**src/rtl/sd_pkg.sv**
```systemverilog
// Shared constants and types for the SPI-mode SD init / read-command sequencer.
package sd_pkg;

  // Command indices as sent to the 48-bit serializer.
  localparam logic [5:0] CMD0_IDX   = 6'd0;
  localparam logic [5:0] CMD16_IDX  = 6'd16;
  localparam logic [5:0] CMD17_IDX  = 6'd17;
  localparam logic [5:0] CMD55_IDX  = 6'd55;
  localparam logic [5:0] ACMD41_IDX = 6'd41;

  // CMD16 argument: 512-byte block length.
  localparam logic [31:0] BLOCK_LEN = 32'd512;

  // R1 bit masks.
  localparam logic [7:0] R1_IDLE    = 8'h01;
  localparam logic [7:0] R1_ILLEGAL = 8'h04;

  // err_code values.
  localparam logic [2:0] ERR_NONE       = 3'd0;
  localparam logic [2:0] ERR_NO_RESP    = 3'd1;
  localparam logic [2:0] ERR_CMD0       = 3'd2;
  localparam logic [2:0] ERR_CMD55      = 3'd3;
  localparam logic [2:0] ERR_ACMD41_REJ = 3'd4;
  localparam logic [2:0] ERR_ACMD41_TMO = 3'd5;
  localparam logic [2:0] ERR_CMD16      = 3'd6;

  // Main sequencer states.
  typedef enum logic [3:0] {
    ST_IDLE       = 4'd0,
    ST_POWERUP    = 4'd1,
    ST_ISSUE      = 4'd2,
    ST_TX_WAIT    = 4'd3,
    ST_RESP_WAIT  = 4'd4,
    ST_RESP_SHIFT = 4'd5,
    ST_GAP        = 4'd6,
    ST_DECIDE     = 4'd7,
    ST_READY      = 4'd8,
    ST_ERROR      = 4'd9
  } sd_state_e;

  // Which command the sequencer is currently working on.
  typedef enum logic [2:0] {
    STEP_CMD0   = 3'd0,
    STEP_CMD55  = 3'd1,
    STEP_ACMD41 = 3'd2,
    STEP_CMD16  = 3'd3,
    STEP_CMD17  = 3'd4
  } sd_step_e;

  // R1 receiver states.
  typedef enum logic [1:0] {
    RX_IDLE   = 2'd0,
    RX_SEARCH = 2'd1,
    RX_SHIFT  = 2'd2
  } rx_state_e;

  // Map a step to the command index presented to the serializer.
  function automatic logic [5:0] step_index(input sd_step_e step);
    logic [5:0] idx;
    case (step)
      STEP_CMD0:   idx = CMD0_IDX;
      STEP_CMD55:  idx = CMD55_IDX;
      STEP_ACMD41: idx = ACMD41_IDX;
      STEP_CMD16:  idx = CMD16_IDX;
      STEP_CMD17:  idx = CMD17_IDX;
      default:     idx = CMD0_IDX;
    endcase
    return idx;
  endfunction

endpackage

```
**src/rtl/sd_r1_rx.sv**
```systemverilog
// R1 receiver: after arm, hunts for the response start bit (a 0 on MISO) for
// up to NCR_MAX clocks, then shifts the remaining 7 bits MSB-first.
// found/valid/timeout are single-cycle strobes derived from the bit being
// sampled this clock, so the parent can act on the same edge.
module sd_r1_rx
  import sd_pkg::*;
#(
  parameter int NCR_MAX = 128
) (
  input  logic       clock,
  input  logic       reset,
  input  logic       arm,
  input  logic       sdin,
  output logic       found,
  output logic       valid,
  output logic       timeout,
  output logic [7:0] r1,
  output rx_state_e  rx_state
);

  localparam int CNT_W = $clog2(NCR_MAX + 1);

  rx_state_e        state_q, state_d;
  logic [CNT_W-1:0] ncr_cnt_q, ncr_cnt_d;
  logic [2:0]       bit_cnt_q, bit_cnt_d;
  logic [6:0]       shift_q, shift_d;

  // Next-state logic for the start-bit search and the 7-bit shift.
  always_comb begin
    state_d   = state_q;
    ncr_cnt_d = ncr_cnt_q;
    bit_cnt_d = bit_cnt_q;
    shift_d   = shift_q;
    found     = 1'b0;
    valid     = 1'b0;
    timeout   = 1'b0;
    r1        = {shift_q, sdin};
    case (state_q)
      RX_IDLE: begin
        if (arm) begin
          state_d   = RX_SEARCH;
          ncr_cnt_d = '0;
        end
      end
      RX_SEARCH: begin
        if (!sdin) begin
          // The start bit is R1 bit7 (always 0).
          found     = 1'b1;
          state_d   = RX_SHIFT;
          shift_d   = 7'd0;
          bit_cnt_d = '0;
        end else if (ncr_cnt_q == CNT_W'(NCR_MAX - 1)) begin
          timeout = 1'b1;
          state_d = RX_IDLE;
        end else begin
          ncr_cnt_d = ncr_cnt_q + CNT_W'(1);
        end
      end
      RX_SHIFT: begin
        shift_d   = {shift_q[5:0], sdin};
        bit_cnt_d = bit_cnt_q + 3'd1;
        if (bit_cnt_q == 3'd6) begin
          valid   = 1'b1;
          state_d = RX_IDLE;
        end
      end
      default: state_d = RX_IDLE;
    endcase
  end

  // Receiver state registers.
  always_ff @(posedge clock or posedge reset) begin
    if (reset) begin
      state_q   <= RX_IDLE;
      ncr_cnt_q <= '0;
      bit_cnt_q <= '0;
      shift_q   <= '0;
    end else begin
      state_q   <= state_d;
      ncr_cnt_q <= ncr_cnt_d;
      bit_cnt_q <= bit_cnt_d;
      shift_q   <= shift_d;
    end
  end

  assign rx_state = state_q;

endmodule

```
**src/rtl/sd_init_ctrl.sv**
```systemverilog
// SPI-mode SD command sequencer: power-up clocks, CMD0, (CMD55, ACMD41)*,
// CMD16(512), then READY where CMD17 single-block read commands are issued
// on request. Only R1 responses are handled here.
//
// Serializer handshake: cmd_send is a 1-cycle load strobe with cmd_index and
// cmd_arg valid on that cycle (and held until the next load). The serializer
// keeps cmd_done high from the end of a frame until the edge after the next
// load, so cmd_done is ignored while cmd_send is high; the first cmd_done=1
// seen after that marks the end of the transmitted frame.
module sd_init_ctrl
  import sd_pkg::*;
#(
  parameter int INIT_CLKS    = 80,
  parameter int NCR_MAX      = 128,
  parameter int GAP_CLKS     = 8,
  parameter int CMD0_TRIES   = 8,
  parameter int ACMD41_TRIES = 1024
) (
  input  logic        clock,
  input  logic        reset,
  input  logic        start,
  input  logic        SDin,
  input  logic        cmd_done,
  output logic        cmd_send,
  output logic [5:0]  cmd_index,
  output logic [31:0] cmd_arg,
  output logic        cs_n,
  input  logic        rd_req,
  input  logic [31:0] rd_addr,
  output logic        rd_done,
  output logic        busy,
  output logic        ready,
  output logic        error,
  output logic [2:0]  err_code,
  output logic [7:0]  last_r1,
  output sd_state_e   dbg_state,
  output rx_state_e   dbg_rx_state
);

  sd_state_e   state_q, state_d;
  sd_step_e    step_q, step_d;
  logic [15:0] cnt_q, cnt_d;
  logic [15:0] cmd0_tries_q, cmd0_tries_d;
  logic [15:0] acmd41_tries_q, acmd41_tries_d;
  logic        cmd_send_q, cmd_send_d;
  logic [5:0]  cmd_index_q, cmd_index_d;
  logic [31:0] cmd_arg_q, cmd_arg_d;
  logic        cs_n_q, cs_n_d;
  logic        rd_done_q, rd_done_d;
  logic        busy_q, busy_d;
  logic        ready_q, ready_d;
  logic        error_q, error_d;
  logic [2:0]  err_code_q, err_code_d;
  logic [7:0]  last_r1_q, last_r1_d;
  logic [31:0] rd_addr_q, rd_addr_d;

  logic       rx_arm;
  logic       rx_found;
  logic       rx_valid;
  logic       rx_timeout;
  logic [7:0] rx_r1;

  sd_r1_rx #(
    .NCR_MAX (NCR_MAX)
  ) u_r1_rx (
    .clock    (clock),
    .reset    (reset),
    .arm      (rx_arm),
    .sdin     (SDin),
    .found    (rx_found),
    .valid    (rx_valid),
    .timeout  (rx_timeout),
    .r1       (rx_r1),
    .rx_state (dbg_rx_state)
  );

  // Sequencer next-state and registered-output logic.
  always_comb begin
    state_d        = state_q;
    step_d         = step_q;
    cnt_d          = cnt_q;
    cmd0_tries_d   = cmd0_tries_q;
    acmd41_tries_d = acmd41_tries_q;
    cmd_send_d     = 1'b0;
    cmd_index_d    = cmd_index_q;
    cmd_arg_d      = cmd_arg_q;
    cs_n_d         = cs_n_q;
    rd_done_d      = 1'b0;
    err_code_d     = err_code_q;
    last_r1_d      = last_r1_q;
    rd_addr_d      = rd_addr_q;
    rx_arm         = 1'b0;

    case (state_q)
      ST_IDLE, ST_READY, ST_ERROR: begin
        if (start) begin
          // start has priority over a coincident rd_req.
          state_d        = ST_POWERUP;
          cnt_d          = '0;
          cmd0_tries_d   = '0;
          acmd41_tries_d = '0;
          err_code_d     = ERR_NONE;
          cs_n_d         = 1'b1;
        end else if (state_q == ST_READY && rd_req) begin
          rd_addr_d = rd_addr;
          step_d    = STEP_CMD17;
          state_d   = ST_ISSUE;
        end
      end

      ST_POWERUP: begin
        if (cnt_q == 16'(INIT_CLKS - 1)) begin
          state_d = ST_ISSUE;
          step_d  = STEP_CMD0;
          cs_n_d  = 1'b0;
          cnt_d   = '0;
        end else begin
          cnt_d = cnt_q + 16'd1;
        end
      end

      ST_ISSUE: begin
        cmd_send_d  = 1'b1;
        cmd_index_d = step_index(step_q);
        case (step_q)
          STEP_CMD16: cmd_arg_d = BLOCK_LEN;
          STEP_CMD17: cmd_arg_d = rd_addr_q;
          default:    cmd_arg_d = 32'd0;
        endcase
        state_d = ST_TX_WAIT;
      end

      ST_TX_WAIT: begin
        // cmd_done during the load cycle belongs to the previous frame.
        if (!cmd_send_q && cmd_done) begin
          rx_arm  = 1'b1;
          state_d = ST_RESP_WAIT;
        end
      end

      ST_RESP_WAIT: begin
        if (rx_found) begin
          state_d = ST_RESP_SHIFT;
        end else if (rx_timeout) begin
          state_d    = ST_ERROR;
          err_code_d = ERR_NO_RESP;
          cs_n_d     = 1'b1;
        end
      end

      ST_RESP_SHIFT: begin
        if (rx_valid) begin
          last_r1_d = rx_r1;
          state_d   = ST_GAP;
          cnt_d     = '0;
        end
      end

      ST_GAP: begin
        if (cnt_q == 16'(GAP_CLKS - 1)) begin
          state_d = ST_DECIDE;
          cnt_d   = '0;
        end else begin
          cnt_d = cnt_q + 16'd1;
        end
      end

      ST_DECIDE: begin
        case (step_q)
          STEP_CMD0: begin
            if (last_r1_q == R1_IDLE) begin
              step_d  = STEP_CMD55;
              state_d = ST_ISSUE;
            end else if (cmd0_tries_q == 16'(CMD0_TRIES - 1)) begin
              state_d    = ST_ERROR;
              err_code_d = ERR_CMD0;
              cs_n_d     = 1'b1;
            end else begin
              cmd0_tries_d = cmd0_tries_q + 16'd1;
              state_d      = ST_ISSUE;
            end
          end
          STEP_CMD55: begin
            // Only the idle bit may be set in a CMD55 response.
            if ((last_r1_q & ~R1_IDLE) == 8'h00) begin
              step_d  = STEP_ACMD41;
              state_d = ST_ISSUE;
            end else begin
              state_d    = ST_ERROR;
              err_code_d = ERR_CMD55;
              cs_n_d     = 1'b1;
            end
          end
          STEP_ACMD41: begin
            if (last_r1_q == 8'h00) begin
              step_d  = STEP_CMD16;
              state_d = ST_ISSUE;
            end else if (last_r1_q == R1_IDLE) begin
              if (acmd41_tries_q == 16'(ACMD41_TRIES - 1)) begin
                state_d    = ST_ERROR;
                err_code_d = ERR_ACMD41_TMO;
                cs_n_d     = 1'b1;
              end else begin
                acmd41_tries_d = acmd41_tries_q + 16'd1;
                step_d         = STEP_CMD55;
                state_d        = ST_ISSUE;
              end
            end else begin
              state_d    = ST_ERROR;
              err_code_d = ERR_ACMD41_REJ;
              cs_n_d     = 1'b1;
            end
          end
          STEP_CMD16: begin
            if (last_r1_q == 8'h00) begin
              state_d = ST_READY;
            end else begin
              state_d    = ST_ERROR;
              err_code_d = ERR_CMD16;
              cs_n_d     = 1'b1;
            end
          end
          STEP_CMD17: begin
            // Any R1 completes the read command; the caller checks last_r1.
            rd_done_d = 1'b1;
            state_d   = ST_READY;
          end
          default: state_d = ST_IDLE;
        endcase
      end

      default: state_d = ST_IDLE;
    endcase

    busy_d  = !(state_d == ST_IDLE || state_d == ST_READY || state_d == ST_ERROR);
    ready_d = (state_d == ST_READY);
    error_d = (state_d == ST_ERROR);
  end

  // Sequencer state and output registers.
  always_ff @(posedge clock or posedge reset) begin
    if (reset) begin
      state_q        <= ST_IDLE;
      step_q         <= STEP_CMD0;
      cnt_q          <= '0;
      cmd0_tries_q   <= '0;
      acmd41_tries_q <= '0;
      cmd_send_q     <= 1'b0;
      cmd_index_q    <= '0;
      cmd_arg_q      <= '0;
      cs_n_q         <= 1'b1;
      rd_done_q      <= 1'b0;
      busy_q         <= 1'b0;
      ready_q        <= 1'b0;
      error_q        <= 1'b0;
      err_code_q     <= ERR_NONE;
      last_r1_q      <= 8'hFF;
      rd_addr_q      <= '0;
    end else begin
      state_q        <= state_d;
      step_q         <= step_d;
      cnt_q          <= cnt_d;
      cmd0_tries_q   <= cmd0_tries_d;
      acmd41_tries_q <= acmd41_tries_d;
      cmd_send_q     <= cmd_send_d;
      cmd_index_q    <= cmd_index_d;
      cmd_arg_q      <= cmd_arg_d;
      cs_n_q         <= cs_n_d;
      rd_done_q      <= rd_done_d;
      busy_q         <= busy_d;
      ready_q        <= ready_d;
      error_q        <= error_d;
      err_code_q     <= err_code_d;
      last_r1_q      <= last_r1_d;
      rd_addr_q      <= rd_addr_d;
    end
  end

  assign cmd_send  = cmd_send_q;
  assign cmd_index = cmd_index_q;
  assign cmd_arg   = cmd_arg_q;
  assign cs_n      = cs_n_q;
  assign rd_done   = rd_done_q;
  assign busy      = busy_q;
  assign ready     = ready_q;
  assign error     = error_q;
  assign err_code  = err_code_q;
  assign last_r1   = last_r1_q;
  assign dbg_state = state_q;

endmodule

```
**config.mk**
```make
export PLATFORM = sky130hd
export DESIGN_NAME = sd_init_ctrl
export DESIGN_NICKNAME = d
export VERILOG_FILES = /design/src/rtl/sd_pkg.sv /design/src/rtl/sd_r1_rx.sv /design/src/rtl/sd_init_ctrl.sv
export SDC_FILE = /design/constraint.sdc
export NUM_CORES = 1
export LEC_CHECK = 0
export ABC_AREA = 1
export CAP_MARGIN = 15
export CORE_MARGIN = 5
export CORE_UTILIZATION = 50
export DETAILED_ROUTE_END_ITERATION = 8
export GPL_TIMING_DRIVEN = 0
export HOLD_SLACK_MARGIN = 0.06
export PLACE_DENSITY = 0.78
export SYNTH_ARGS = -nofsm -noshare
export SYNTH_HDL_FRONTEND = slang
export SYNTH_SLANG_ARGS = --single-unit
export TNS_END_PERCENT = 50
```
**constraint.sdc**
```tcl
create_clock -name clock -period 17.7 [get_ports clock]
set_clock_uncertainty 0.05 [all_clocks]
set_input_delay 4.425 -clock clock [delete_from_list [all_inputs] [get_ports clock]]
set_output_delay 4.425 -clock clock [all_outputs]
set_load 0.03 [all_outputs]
```
# Word-level counts from Yosys, hierarchy flattened
# Cells that the tools add are included.
# word_totals
regBits	162
latch_bits	0
mem_bits_rw	0
romBits	0
in_bits	38
output_inout_bits	61
word_cells	206
n_memories	0
# classes
addsub	5
multipliers	0
div	0
n_lt_le_gt_ge	0
n_eq_ne	56
n_shift	0
mux	93
bitwise_logic	1
reduce_logical	31
# op_table
cell	n
2-to-1 mux 16 bit	11
one-hot mux 16 bit (2 select lines)	2
one-hot mux 16 bit (4 select lines)	1
one-hot mux 32 bit (2 select lines)	1
2-to-1 mux 3 bit	19
2-to-1 mux 4 bit	14
adder 16 x 1 -> 16 bit (second input constant)	3
equality test 16 x 3 -> 1 bit (second input constant)	2
inequality test 2 bit (second input constant)	16
one-hot mux 4 bit (8 select lines)	1
one-hot mux 3 bit (3 select lines)	3
2-to-1 mux 1 bit	24
2-to-1 mux 8 bit	3
one-hot mux 6 bit (4 select lines)	1
inequality test 3 bit (second input constant)	7
one-hot mux 4 bit (5 select lines)	1
equality test 16 x 10 -> 1 bit (second input constant)	1
equality test 16 x 7 -> 1 bit (second input constant)	1
equality test 4 x 3 -> 1 bit (second input constant)	4
equality test 4 bit (second input constant)	4
logical NOT 8 bit	2
one-hot mux 8 bit (2 select lines)	1
one-hot mux 7 bit (2 select lines)	1
inequality test 4 bit (second input constant)	3
40 further kinds	60

# Longest topological paths before layout
# depth
ltp_word	11
depth_mapped	14
depth_no_buf	14

# By module
# A second synthesis with hierarchy kept.
# hier_totals
cells_unflattened	1000
area_unflattened_um2	8035.2
# by_module_without_submodules
mod	instances	cells_per_inst	area_per_inst_um2	seq_area_each_um2
sd_init_ctrl	1	875	6998.0	3539.6
sd_r1_rx	1	125	1037.2	500.5

# Worst setup path after synthesis
# OpenSTA, ideal clock, no wires.
# synth_timing
kind	input -> register
startpoint	in rd_req
endpoint	reg step_q[0]
setup_ps	126
t_arrival_ps	5326
required_time_ps	17524
path_slack_ps	12197
stages	8
n_path_buf	1
cell_sequence	nand2_1 > nor3_2 > buf_4 > inv_2 > a22oi_1 > nand4_1 > nand2_1 > o21ai_0
# synth_via
elab_chain_cells	3
# synth_rtl
item	line	text
from (decl)	sd_init_ctrl.sv:28	input logic rd_req,
logical AND 1 bit	sd_init_ctrl.sv:104	end else if (state_q == ST_READY && rd_req) begin
inequality test 2 bit (no source line)	n/a	
AND reduction 9 bit (no source line)	n/a	
to (signal assigned)	sd_init_ctrl.sv:261	step_q <= step_d;
to (decl)	sd_init_ctrl.sv:41	sd_step_e step_q, step_d;
# Every way passes these cells.
# A chain may end at the register's enable or synchronous reset.

# Worst setup path after layout
# layout_timing
startpoint	reg last_r1_q[2], in the netlist last_r1[2]
endpoint	out last_r1[2]
# layout_rtl
item	line	text
from (decl)	sd_init_ctrl.sv:54	logic [7:0] last_r1_q, last_r1_d;
from (signal assigned)	sd_init_ctrl.sv:274	last_r1_q <= last_r1_d;
to (decl)	sd_init_ctrl.sv:35	output logic [7:0] last_r1,
# No word-level cell between the ends.

==> metrics.md <==
| Metric | Value |
|---|---|
| Synthesis Warnings | 0 |
| Number of setup violations in the final report | 0 |
| Initial antenna violation count | 0 |
| Setup TNS | 0 ns |
| Residual DRC count | 0 |
| Max_slew headroom | 0.633 |
| Die width | 136 um |
| Critical R2R Launch | acmd41_tries_q[0] |
| Met1 WL | 8.44 mm |
| First-pass GRT wire length | 32.2 mm |
| Layout cells sized above 1 | 0.0725 |
| Largest fanout on the critical path | 5 |
| Req. time, crit path | 13.23 ns |
| CTS tree | built |
| Num CTS Buffers | 17 |
| Min Tclk post-route | 6.21 ns |
| Capture point of the worst reg-to-reg path | busy |
| CP cell instances | clkdlybuf4s50_1 |
| Netlist Area Pre-Place | 7980 um2 |
| Core Area | 15,800 um2 |
| Final instance area | 9840 um2 |
| Reg-to-reg slack, setup | 15.43 ns |
| Number of I/O pins | 99 |
| CTS Buffer Depth | 2 |
| Synthesized Nets | 1,044 |
| Startpoint Class | register |
| Post-DR wirelength/cell | 14.1 um |
| Detail Placement HPWL | 13.8 mm |
| H-tree lvl count | 4 |
| Violation count after the first detailed-routing iteration | 658 |
| GPL Wtd Cong | 0.927 |
| WL met2 | 8.69 mm |
| CP max stage cell | clkdlybuf4s50_1 |
| Fmax | 161 MHz |
| PortBufs | 98 |
| Slowest cell delay on critical path | 0.73 ns |
| Status | finished clean |
| Top layer in use | met4 |
| Synthesized area per cell | 7.98 um2 |
| P per Cell Area | 84.4 nW/um2 |
| Slew @ Worst Pin | 0.547 ns |
| Max VDD drop | 0.0664 mV |
| Clock Sink Count | 161 |
| WL final | 19.0 mm |
| Hold endpoint | cs_n |
| Sequential share of the synthesized area | 0.506 |
| First-pass iteration count of the detailed router | 5 |
| RSZ-0062 raised after global routing | false |
| Critical Path End Type | output pin |
| # Post-CTS Setup Buffers | 0 |
| Min-Delay Path Depth | 2 |
| Area Overhead vs Synth | 23.3% |
| Worst min path class | reg2reg |
| Die area | 18,600 um2 |
| Cell variety after synth | 44 |
| Nets | 1,162 |
| Final Cycle Share | 0.351 |
| Cell count after synthesis | 1,000 |
| CP Buf/Inv Count | 1 |
| CP top delay family | buffers and inverters |
| Global route total overflow | 0 |
| R2r worst-path depth | 12 |
| Lkg Pwr | 0.00457 uW |
| Hold Buf Count CTS | 0 |
| Ant diodes | 0 |
| Synth Register Bits | 161 |
| Antenna-violating nets left | 0 |
| GRT Util Overall | 0.216 |
| Final Util | 0.624 |
| Worst Setup Path Type | reg2out |
| Worst EP arrival | 1.73 ns |
| Hold Path Origin | cs_n |
| Clk_lat worst skew | 0.43 ns |
| CTS root buf | clkbuf_16 |
| Post-CTS Resized | 0 |
| Largest net degree at the start of global routing | 100 |
| Final hold viol count | 0 |
| FP Rows | 46 |
| Final Max Slew Viols | 0 |
| Routed vias/inst | 5.17 |
| WL met3 | 1.53 mm |
| Initial Util | 0.506 |
| Vias in the first global route | 6,757 |
| Via count | 6,967 |
| Cell Area, Placed | 9270 um2 |
| Max-Cap Viols | 0 |
| Clock transition at the registers of the reported paths | 0.06 ns |
| Chip height | 136 um |
==> layer usage <==
layer,global-route usage,vias to the layer above
met4,0.0644,0
met1,0.286,3272
met5,0,-
met3,0.0725,28
li1,-,3474
met2,0.338,193
==> registers in the layout (all words and copies together), names as in the netlist, 2 cells and up <==
name,cells
u_r1_rx.bit_cnt_q,3
step_q,3
rd_addr_q,32
u_r1_rx.ncr_cnt_q,8
err_code,3
u_r1_rx.shift_q,7
cmd0_tries_q,16
acmd41_tries_q,16
cmd_arg,32
u_r1_rx.rx_state,2
last_r1,8
cmd_index,5
dbg_state,4
cnt_q,16
==> how the worst max path moves through the flow <==
stage / depth (start not counted) / to / startpoint / slack (ns)
after floorplan: 1 / acmd41_tries_q[0] / reset / 8.89
after global placement: 2 / acmd41_tries_q[9] / reset / 6.71
final: 1 / last_r1[2] / last_r1[2] / 11.49
after CTS: 1 / last_r1[2] / last_r1[2] / 11.48
after global routing: 1 / last_r1[6] / last_r1[6] / 11.45
after detailed placement: 10 / err_code[1] / SDin / 11.42
==> cell type report <==
| type | instances | area, um2 |
|---|---|---|
| fillers | 1366 | 5930 |
| flip-flops and latches | 161 | 4040 |
| multi-input cells | 689 | 3350 |
| repair buffers | 99 | 1010 |
| inverters | 122 | 465 |
| clock buffers | 17 | 425 |
| well taps | 216 | 270 |
| clock inverters | 15 | 151 |
| plain buffers | 28 | 134 |
==> placed cells by master, fill, tap and decap left out, types with 5 or more instances in the layout <==
cell | Yosys | final
clkdlybuf4s50_1 | 0 | 98
dfrtp_1 | 152 | 152
nor2_1 | 101 | 101
clkbuf_1 | 17 | 17
nor3_1 | 26 | 26
clkbuf_16 | 0 | 17
o21ai_0 | 91 | 91
nor3b_1 | 5 | 5
buf_2 | 5 | 5
nor4_1 | 8 | 8
nand2_2 | 8 | 8
nand4_1 | 13 | 13
xor2_1 | 21 | 21
nand3_1 | 58 | 58
ha_1 | 6 | 6
inv_1 | 118 | 117
dfstp_2 | 9 | 9
o31ai_1 | 18 | 18
a21oi_1 | 24 | 24
o22ai_1 | 9 | 9
nand2_1 | 264 | 264
xnor2_1 | 5 | 5
==> stage by stage <==
stage               setup slack, ns  total power (uW)  instances  hold slack (ns)
floorplan                      8.89               452       1000            0.392
global placement               6.71               476       1314            0.400
detailed placement            11.42               480       1315            0.402
CTS                           11.48               839       1347            0.412
global route                  11.45               868       1347            0.436
finish                        11.49               831       1347            0.409
==> report_power, final <==
part           internal, uW  switching (uW)  total (uW)  leakage (uW)
registers               383            11.2         394       0.00202
logic                  29.9            48.3        78.2       0.00228
clock network           198             160         358      0.000273
total                   611             220         831       0.00457
==> cell usage after synthesis (all sizes together) <==
library cell,n,area (um2)
xor2,21,184
and2,2,12.5
ha,6,75.1
a211oi,1,7.51
nor4,8,50.1
or2,2,12.5
o21a,1,7.51
nor3b,5,37.5
nand3,60,310
dfstp,9,236
buf,11,70.1
o22ai,9,56.3
dfrtp,152,3800
clkbuf,17,63.8
nor2,106,420
a21oi,25,129
a31oi,1,6.26
o21ai,97,500
o211ai,1,7.51
xnor2,5,43.8
nand2,273,1050
and3,2,12.5
o31ai,18,135
nand4,14,103
o22a,1,8.76
nor3,29,160
inv,122,458
a21o,1,7.51
a22oi,1,7.51
==> logic make-up after synthesis <==
logic type / after synthesis / synth area share
and+or+nand+nor: 501 / 0.272
DFF: 161 / 0.506
AOI/OAI and AO/OA: 156 / 0.109
buffers and inverters: 150 / 0.0742
xor gates and xnor gates: 26 / 0.0285
adders and majority gates: 6 / 0.00941
Power figures use the tool's default switching activity.
==> variant, RTL diff (config.mk and constraints unchanged) <==
Take the reset off `rd_addr_q` and load it in a clocked block of its own.
--- a/src/rtl/sd_init_ctrl.sv
+++ b/src/rtl/sd_init_ctrl.sv
@@ -257,3 +257,2 @@
       last_r1_q      <= 8'hFF;
-      rd_addr_q      <= '0;
     end else begin
@@ -274,4 +273,7 @@
       last_r1_q      <= last_r1_d;
-      rd_addr_q      <= rd_addr_d;
     end
+  end
+
+  always_ff @(posedge clock) begin
+    rd_addr_q <= rd_addr_d;
   end
Behaviour: same outputs for any inputs over 10 cycles, from zero or initial values and one cycle with reset high; that may be too few to reach the edited logic, so the function may still have changed.
==> variant against the unedited design <==
Synthesized cell count fell by 10%. Worst setup slack improved by 0.030 ns. Synthesized area fell by 3.7%. Routed wire length fell by 6.7%. Via count fell by 7.0%. Sequential cell count did not move. Die area fell by 3.4%. Final area fell by 2.8%. Register-to-register slack got worse by 0.13 ns. Cell count fell by 9.4%. Critical endpoint is now dbg_state[0].
Power is not compared: it rests on default switching activity, and its combinational part moved more than twofold at a synthesized area within 25%.
==> variant: results (changes against the unedited design) <==
Placement
  – DP HPWL: 12800 µm (-6.8%)
  – DP Area: 8960 µm² (-3.3%)
  – Cells after DPL: 1188 (-9.7%)
  – Placer congestion estimate: 0.913 (-1.5%)

Global routing
  – First-pass GRT wire length: 30000 µm (-7.0%)
  – Vias in the first global route: 6269 (-7.2%)
  – Largest net degree at the start of global routing: 72 (-28%)
  – GRT Total Usage: 0.206 (-0.00929)

Status
  – Status: finished, final reports clean

Finish
  – Fraction of layout cells with a size suffix above 1: 0.0901 (+0.0176)
  – Final net count: 1063 (-8.5%)

Min path
  – Worst hold path startpoint: rd_addr_q[21]

Drt
  – First-pass DRT Iterations: 7 (+2)
  – DR iter-0 viols: 567 (-14%)
  – Total Wirelength: 17700 µm (-6.7%)
  – Avg WL per Cell: 14.5 µm (+3.0%)

Synthesis
  – Largest cells by area after synthesis: dfrtp_1 39%, edfxtp_1 13%, nand2_1 11%, nand3_1 5.5%, nor2_1 4.8%
  – Post-synth EDFFs: 32 (+32)
  – Xor/xnor share of the synthesized area: 0.0171 (-0.0115)
  – Synth Area in Compound Gates: 0.0796 (-0.0299)
  – Sequential area share after synthesis: 0.546 (+0.0400)
  – Cells after synthesis: 900 (-10%)

Setup path
  – Crit-path max FO: 8 (+3)
  – CP peak stage delay: 0.75 ns (+0.02 ns)

STA
  – Normalized max-slew margin: 0.631 (-0.00136)
==> variant: cell types whose count changed in the layout (fill, tap and decap cells not counted), sizes merged, moves of 10 or more <==
cell and change:
dfrtp -32, edfxtp +32, inv -16, nand2 -39, nand3 +26, o21ai -46
o31ai -10, xor2 -13
==> variant: layer usage <==
| metal | share of wire | GRT usage | wire (µm) |
|---|---|---|---|
| met5 | 0 | 0 | 0 |
| met4 | 0.020 | 0.0749 | 356 |
| met3 | 0.068 | 0.0544 | 1200 |
| met2 | 0.48 | 0.336 | 8530 |
| met1 | 0.43 | 0.268 | 7600 |
==> variant: stage by stage <==
step / hold slack [ns] / setup slack (ns) / power, mW
floorplan: 0.399 / 9.80 / 0.570
finish: 0.422 / 11.52 / 0.999
global route: 0.443 / 11.47 / 1.05
global placement: 0.400 / 7.88 / 0.617
CTS: 0.426 / 11.50 / 1.00
detailed placement: 0.412 / 11.36 / 0.624
==> variant: final cells by class <==
type	count	area, µm²
plain buffers	20	104
clock inverters	14	183
repair buffers	100	1030
flip-flops and latches	161	4200
multi-input cells	615	2990
clock buffers	18	429
inverters	104	398
well taps	188	235
fillers	1188	5580
==> variant: worst max path at each step <==
stage               slack (ns)    startpoint                   end  cells past startpoint
finish                   11.52  dbg_state[0]          dbg_state[0]                      1
CTS                      11.50  dbg_state[0]          dbg_state[0]                      1
floorplan                 9.80         reset     acmd41_tries_q[0]                      1
global placement          7.88         reset    acmd41_tries_q[13]                      2
global route             11.47  dbg_state[0]          dbg_state[0]                      1
detailed placement       11.36      cmd_done  u_r1_rx.ncr_cnt_q[7]                     10
